## config.mk

```make
export PLATFORM = sky130hd
export DESIGN_NAME = lsu_byte_sequencer_flat
export DESIGN_NICKNAME = d
export VERILOG_FILES = /design/src/rtl/lsu_byte_sequencer_if.sv /design/src/rtl/lsu_byte_sequencer.sv /design/src/flat_wrapper.sv
export SDC_FILE = /design/constraint.sdc
export NUM_CORES = 1
export LEC_CHECK = 0
export CAP_MARGIN = 20
export CORE_MARGIN = 1
export CORE_UTILIZATION = 65
export DETAILED_ROUTE_END_ITERATION = 16
export DONT_BUFFER_PORTS = 1
export PLACE_DENSITY = 0.84
export SYNTH_ARGS = -nofsm -noshare
export SYNTH_HDL_FRONTEND = slang
export SYNTH_SLANG_ARGS = --single-unit
```

## constraint.sdc

```tcl
create_clock -name clk -period 5.64 [get_ports clk]
set_clock_uncertainty 0.1 [all_clocks]
set_input_delay 0.846 -clock clk [delete_from_list [all_inputs] [get_ports clk]]
set_output_delay 0.846 -clock clk [all_outputs]
set_load 0.05 [all_outputs]
```

## src/rtl/lsu_byte_sequencer_if.sv

```systemverilog
// Request/response bundle between the MEM stage and lsu_byte_sequencer.
// master = pipeline side, slave = sequencer side.
interface lsu_byte_sequencer_if #(
    parameter int WIDTH = 32
);
    logic             req_valid;
    logic             req_ready;
    logic             req_we;
    logic [2:0]       req_funct3;
    logic [WIDTH-1:0] req_addr;
    logic [WIDTH-1:0] req_wdata;
    logic             rsp_valid;
    logic [WIDTH-1:0] rsp_rdata;
    logic             rsp_err;

    modport master (
        output req_valid, req_we, req_funct3, req_addr, req_wdata,
        input  req_ready, rsp_valid, rsp_rdata, rsp_err
    );

    modport slave (
        input  req_valid, req_we, req_funct3, req_addr, req_wdata,
        output req_ready, rsp_valid, rsp_rdata, rsp_err
    );
endinterface

```

## src/rtl/lsu_byte_sequencer.sv

```systemverilog
// Byte-serial load/store initiator: one memory byte per cycle, LE reassembly.
// Optional LSU_MISALIGN_TRAP_EN rejects misaligned halfword/word requests.
module lsu_byte_sequencer #(
    parameter int               WIDTH     = 32,
    parameter logic [WIDTH-1:0] MMIO_ADDR = 32'h100
) (
    input  logic                  clk,
    input  logic                  rst_n,
    lsu_byte_sequencer_if.slave   bus,
    output logic [2:0]            mem_mode,
    output logic [WIDTH-1:0]      mem_addr,
    output logic [WIDTH-1:0]      mem_wd,
    output logic                  mem_we,
    input  logic [WIDTH-1:0]      mem_rd
);

    typedef enum logic [1:0] {IDLE, XFER, RESP} state_t;

    state_t           state_q, state_d;
    logic             we_q, we_d;
    logic [2:0]       f3_q, f3_d;
    logic [WIDTH-1:0] addr_q, addr_d;
    logic [WIDTH-1:0] wdata_q, wdata_d;
    logic [WIDTH-1:0] buf_q, buf_d;
    logic [1:0]       idx_q, idx_d;
    logic [1:0]       last_q, last_d;
    logic             mmio_q, mmio_d;
    logic             err_q, err_d;

    logic             legal;
    logic             misal;
    logic             xfer;
    logic [WIDTH-1:0] ext;

    always_comb begin
        legal = 1'b0;
        if (bus.req_we) begin
            legal = (bus.req_funct3 == 3'b000) || (bus.req_funct3 == 3'b001) ||
                    (bus.req_funct3 == 3'b010);
        end else begin
            legal = (bus.req_funct3 == 3'b000) || (bus.req_funct3 == 3'b001) ||
                    (bus.req_funct3 == 3'b010) || (bus.req_funct3 == 3'b100) ||
                    (bus.req_funct3 == 3'b101);
        end
`ifdef LSU_MISALIGN_TRAP_EN
        misal = ((bus.req_funct3[1:0] == 2'b01) && bus.req_addr[0]) ||
                ((bus.req_funct3[1:0] == 2'b10) && (bus.req_addr[1:0] != 2'b00));
`else
        misal = 1'b0;
`endif
    end

    always_comb begin
        state_d = state_q;
        we_d    = we_q;
        f3_d    = f3_q;
        addr_d  = addr_q;
        wdata_d = wdata_q;
        buf_d   = buf_q;
        idx_d   = idx_q;
        last_d  = last_q;
        mmio_d  = mmio_q;
        err_d   = err_q;
        case (state_q)
            IDLE: begin
                if (bus.req_valid) begin
                    we_d    = bus.req_we;
                    f3_d    = bus.req_funct3;
                    addr_d  = bus.req_addr;
                    wdata_d = bus.req_wdata;
                    buf_d   = '0;
                    idx_d   = 2'd0;
                    mmio_d  = (bus.req_addr == MMIO_ADDR);
                    err_d   = !legal || misal;
                    last_d  = bus.req_funct3[1] ? 2'd3 :
                              (bus.req_funct3[0] ? 2'd1 : 2'd0);
                    // MMIO loads are a single full-width read
                    if (mmio_d) last_d = 2'd0;
                    if (err_d || (mmio_d && bus.req_we)) state_d = RESP;
                    else                                  state_d = XFER;
                end
            end
            XFER: begin
                if (!we_q) begin
                    if (mmio_q) buf_d = mem_rd;
                    else        buf_d[{idx_q, 3'b000} +: 8] = mem_rd[7:0];
                end
                idx_d = idx_q + 2'd1;
                if (idx_q == last_q) state_d = RESP;
            end
            RESP:    state_d = IDLE;
            default: state_d = IDLE;
        endcase
    end

    always_ff @(posedge clk) begin
        if (!rst_n) begin
            state_q <= IDLE;
            we_q    <= 1'b0;
            f3_q    <= 3'b000;
            addr_q  <= '0;
            wdata_q <= '0;
            buf_q   <= '0;
            idx_q   <= 2'd0;
            last_q  <= 2'd0;
            mmio_q  <= 1'b0;
            err_q   <= 1'b0;
        end else begin
            state_q <= state_d;
            we_q    <= we_d;
            f3_q    <= f3_d;
            addr_q  <= addr_d;
            wdata_q <= wdata_d;
            buf_q   <= buf_d;
            idx_q   <= idx_d;
            last_q  <= last_d;
            mmio_q  <= mmio_d;
            err_q   <= err_d;
        end
    end

    always_comb begin
        ext = buf_q;
        if (!mmio_q) begin
            case (f3_q)
                3'b000:  ext = {{(WIDTH-8){buf_q[7]}}, buf_q[7:0]};
                3'b001:  ext = {{(WIDTH-16){buf_q[15]}}, buf_q[15:0]};
                3'b100:  ext = {{(WIDTH-8){1'b0}}, buf_q[7:0]};
                3'b101:  ext = {{(WIDTH-16){1'b0}}, buf_q[15:0]};
                default: ext = buf_q;
            endcase
        end
    end

    assign xfer = (state_q == XFER);

    always_comb begin
        mem_mode = 3'b000;
        mem_addr = '0;
        mem_wd   = '0;
        mem_we   = 1'b0;
        if (xfer) begin
            mem_addr = addr_q + WIDTH'(idx_q);
            if (we_q) begin
                mem_mode = 3'b011;
                mem_we   = 1'b1;
                mem_wd   = {{(WIDTH-8){1'b0}}, wdata_q[{idx_q, 3'b000} +: 8]};
            end else begin
                mem_mode = mmio_q ? 3'b001 : 3'b101;
            end
        end
    end

    assign bus.req_ready = (state_q == IDLE);
    assign bus.rsp_valid = (state_q == RESP);
    assign bus.rsp_err   = (state_q == RESP) && err_q;
    assign bus.rsp_rdata = ((state_q == RESP) && !we_q && !err_q) ? ext : '0;

endmodule
```

## src/flat_wrapper.sv

```systemverilog
// flat-port wrapper written by rule: the top's interface ports become plain ports
module lsu_byte_sequencer_flat 
#(
    parameter int               WIDTH     = 32,
    parameter logic [WIDTH-1:0] MMIO_ADDR = 32'h100
)
  (clk, rst_n, mem_mode, mem_addr, mem_wd, mem_we, mem_rd, bus_req_valid, bus_req_we, bus_req_funct3, bus_req_addr, bus_req_wdata, bus_req_ready, bus_rsp_valid, bus_rsp_rdata, bus_rsp_err);
  lsu_byte_sequencer_if #(.WIDTH(WIDTH)) bus_i ();
  input  logic clk;
  input  logic rst_n;
  output logic [2:0] mem_mode;
  output logic [WIDTH-1:0] mem_addr;
  output logic [WIDTH-1:0] mem_wd;
  output logic mem_we;
  input  logic [WIDTH-1:0] mem_rd;
  input wire logic [$bits(bus_i.req_valid)-1:0] bus_req_valid;
  input wire logic [$bits(bus_i.req_we)-1:0] bus_req_we;
  input wire logic [$bits(bus_i.req_funct3)-1:0] bus_req_funct3;
  input wire logic [$bits(bus_i.req_addr)-1:0] bus_req_addr;
  input wire logic [$bits(bus_i.req_wdata)-1:0] bus_req_wdata;
  output wire logic [$bits(bus_i.req_ready)-1:0] bus_req_ready;
  output wire logic [$bits(bus_i.rsp_valid)-1:0] bus_rsp_valid;
  output wire logic [$bits(bus_i.rsp_rdata)-1:0] bus_rsp_rdata;
  output wire logic [$bits(bus_i.rsp_err)-1:0] bus_rsp_err;
  assign bus_i.req_valid = bus_req_valid;
  assign bus_i.req_we = bus_req_we;
  assign bus_i.req_funct3 = bus_req_funct3;
  assign bus_i.req_addr = bus_req_addr;
  assign bus_i.req_wdata = bus_req_wdata;
  assign bus_req_ready = bus_i.req_ready;
  assign bus_rsp_valid = bus_i.rsp_valid;
  assign bus_rsp_rdata = bus_i.rsp_rdata;
  assign bus_rsp_err = bus_i.rsp_err;
  lsu_byte_sequencer #(.WIDTH(WIDTH), .MMIO_ADDR(MMIO_ADDR)) u_core (.clk(clk), .rst_n(rst_n), .bus(bus_i), .mem_mode(mem_mode), .mem_addr(mem_addr), .mem_wd(mem_wd), .mem_we(mem_we), .mem_rd(mem_rd));
endmodule
```

==> results.py <==
metrics = {
    "layout": {
        "drive_gt1_share_pct": 6.12,
        "fillers": 808,
        "multi_input_area_mm2": 0.00370,
        "regArea_mm2": 0.00216,
        "nNetsFinal": 873,
        "area_growth_syn_to_layout_pct": 1.80,
        "antennaDiodeCount": 0,
        "fin_util_pct": 68.7,
    },
    "clock_network": {
        "cts_tree": "yes",
        "cts_buffer_depth": 2,
        "insertion_delay_ns": 0.36,
        "clkSinkCount": 108,
        "ctsResizeCount": 0,
        "clk_pin_slew_ns": 0.10,
        "clockRootBuffer": "clkbuf_8",
        "cts_buffers": 9,
        "hold_buffers": 0,
        "htreeDepth": 3,
        "cts_setup_buffers": 0,
    },
    "global_routing": {
        "antenna_found_initial": 0,
        "grt_overflow_total": 0,
        "grt_pass1_vias": 5178,
        "grt_max_degree": 104,
        "grt_pass1_wl_um": 25000,
        "grtUsageTotal_pct": 31.5,
    },
    "setup_path": {
        "cp.arrival_ns": 3.33,
        "cp-start-kind": "flip-flop",
        "path_cells": "or2_2 -> or4b_2 -> a21oi_1",
        "crit_type": "flip-flop to output port",
        "worstPathRequired_ns": 4.69,
        "crit_fanout": 34,
        "end_kind": "output port",
        "rrSetupSlack_ns": 2.56,
        "rr_startpoint": "u_core.idx_q[0]$_SDFFE_PN0P_",
        "critPathTopFamily": "simple AND/OR/NAND/NOR gates",
        "critPathBufInv": 0,
        "r2r-end": "u_core.buf_q[15]$_SDFFE_PN0P_",
        "cpMaxStageDelayCell": "a21oi_1",
        "cpPeakStageDelay_ns": 0.85,
        "reg2regPathDepth": 7,
    },
    "logic_synthesis": {
        "yosys_register_bits": 108,
        "synthCells": 804,
        "synth-async-reset-ratio_pct": 0,
        "yosys.cell_types.count": 53,
        "synth_top_area_share_pct": 34.5,
        "ys.warnings.count": 0,
        "synth_edf_count": 0,
        "synthTopCellsByArea": "dfxtp_1 35%, nand2_1 11%, a21boi_0 9.7%",
        "syn_area_per_cell_um2": 7.79,
        "yosysMostFrequentCell": "nand2_1",
        "synthTopCellsByCount": "182 x nand2_1, 108 x dfxtp_1, 81 x a21boi_0",
        "yosys.area.top_type": "dfxtp_1",
        "ys_seq_area_share_pct": 34.5,
        "synth_flop_cell": "dfxtp_1",
        "syn_area_mm2": 0.00626,
    },
    "pwr": {
        "netSwitchingPower_mw": 0.482,
        "ir_worst_vdd_mv": 0.158,
        "combinationalPowerShare_pct": 15.5,
        "power.share.clock_pct": 28.8,
        "seq_power_share_pct": 55.6,
        "intPower_mw": 1.04,
        "p_leak_nw": 2.13,
        "swShare_pct": 31.8,
        "power_density_mw_per_mm2": 238,
    },
    "detailed_routing": {
        "ant_nets": 0,
        "drt_iter0_drc": 352,
        "routedWlPerCell_um": 17.7,
        "drcViolationCount": 0,
        "avgViaCountPerCell": 6.27,
        "routed_wl_um": 15900,
        "drt-pass1-iter-count": 5,
        "vias": 5625,
    },
    "timing": {
        "maxSlewHeadroom_pct": 27.5,
        "hold_viol": 0,
        "slew_viol_final": 0,
        "tightest_slew_ns": 1.09,
        "fin_crit_sh_pct": 75.8,
        "post-route-min-period_ns": 4.28,
        "setup_viol": 0,
        "rsz0062_at_grt": "no",
        "setup_tns_ns": 0,
        "fmax_mhz": 234,
    },
    "floorplanning": {
        "die_w_um": 100,
        "num_rows": 35,
        "initial_core_util_pct": 67.5,
        "io_pins": 206,
        "die_y_um": 100,
        "coreArea_mm2": 0.00928,
        "die-area_mm2": 0.0100,
    },
    "hold_path": {
        "holdPathEnd": "u_core.wdata_q[19]$_SDFFE_PN0P_",
        "worstHoldStart": "u_core.wdata_q[19]$_SDFFE_PN0P_",
        "whs_path_depth": 2,
        "hold_path.class": "flip-flop to flip-flop",
    },
    "placed_design": {
        "io_buffers": 0,
        "place.gp.congestion": 0.904,
        "hpwl_um": 11300,
    },
    "run_status": {
        "outcome": "completed",
    },
    "flow_run": {
        "cap_violations": 0,
    },
}
[sequential cells by signal (all words and copies together) (netlist names)]
name            flops
u_core.addr_q      32
u_core.buf_q       32
u_core.wdata_q     32
u_core.f3_q         3
u_core.idx_q        2
u_core.last_q       2
u_core.state_q      2
u_core.err_q        1
u_core.mmio_q       1
u_core.we_q         1
[per-stage QoR]
stage	area (um2)	total power, mW	hold WS (ns)	instances	setup slack (ns)
2_1_floorplan	6350	1.07	0.326	827	1.83
3_3_place_gp	6190	1.09	0.343	880	1.88
3_5_place_dp	6190	1.10	0.347	880	1.80
4_1_cts	6370	1.53	0.368	896	1.40
5_1_grt	6380	1.59	0.380	897	1.25
6_report	6380	1.52	0.368	897	1.36
[power groups by stage]
stage	Sequential, mW	Clock [mW]	Combinational [mW]
after global routing	0.851	0.475	0.260
after CTS	0.843	0.451	0.236
final	0.844	0.438	0.236
after floorplan	0.844	0	0.229
after detailed placement	0.860	0	0.236
after global placement	0.857	0	0.229
[cell usage in the layout (no fill, tap or decap), types with 13 or more instances in the layout]
cell      instances
nand2_1         182
dfxtp_1         108
a21boi_0         81
a21oi_1          42
nor2_1           28
and2_1           24
o21ai_0          24
conb_1           24
and3_1           18
a32oi_1          16
buf_4            16
nand3_1          13
[per-layer routing]
metal,routed length [um],vias up,GRT usage (%)
met2,7480,254,50.6
met3,1280,37,7.38
li1,-,2694,-
met1,6650,2640,40.5
met5,0,-,0
met4,466,0,13.8
[kinds of logic (layout without fill, tap and decap cells)]
| logic type | Yosys count | count (layout) | share of synthesized area [%] |
|---|---|---|---|
| XOR/XNOR | 13 | 13 | 1.82 |
| adder cells (fa/ha/maj) | 7 | 7 | 1.52 |
| flip-flops | 108 | 108 | 34.5 |
| other | 1 | 24 | 0.0599 |
| buffers and inverters | 105 | 46 | 7.97 |
| multiplexers | 18 | 18 | 4.47 |
| AND/OR/NAND/NOR | 342 | 342 | 26.6 |
| AO/OA/AOI/OAI | 210 | 210 | 23.1 |
[tightest hold or removal path, stage by stage, from the launching register on]
cell      delay, ns
dfxtp_1        0.32
nand2_1        0.05
a21boi_0       0.06
[worst max-delay path by stage]
stage                                  from           endpoint  slack [ns]  cells after the start
6_report         u_core.mmio_q$_SDFFE_PN0P_  bus_rsp_rdata[11]        1.36                      3
5_1_grt          u_core.mmio_q$_SDFFE_PN0P_  bus_rsp_rdata[10]        1.25                      3
4_1_cts          u_core.mmio_q$_SDFFE_PN0P_  bus_rsp_rdata[14]        1.40                      3
3_5_place_dp     u_core.mmio_q$_SDFFE_PN0P_  bus_rsp_rdata[14]        1.80                      3
3_3_place_gp     u_core.mmio_q$_SDFFE_PN0P_  bus_rsp_rdata[13]        1.88                      3
2_1_floorplan  u_core.idx_q[0]$_SDFFE_PN0P_       mem_addr[28]        1.83                      7
[final cells by class]
cell class / count / area share, %
multi-input cells: 614 / 58.1
flip-flops and latches: 108 / 33.9
well taps: 129 / 2.53
clock buffers: 11 / 2.06
repair buffers: 17 / 1.96
inverters: 13 / 0.765
clock inverters: 5 / 0.726
Power figures use the tool's default switching activity.
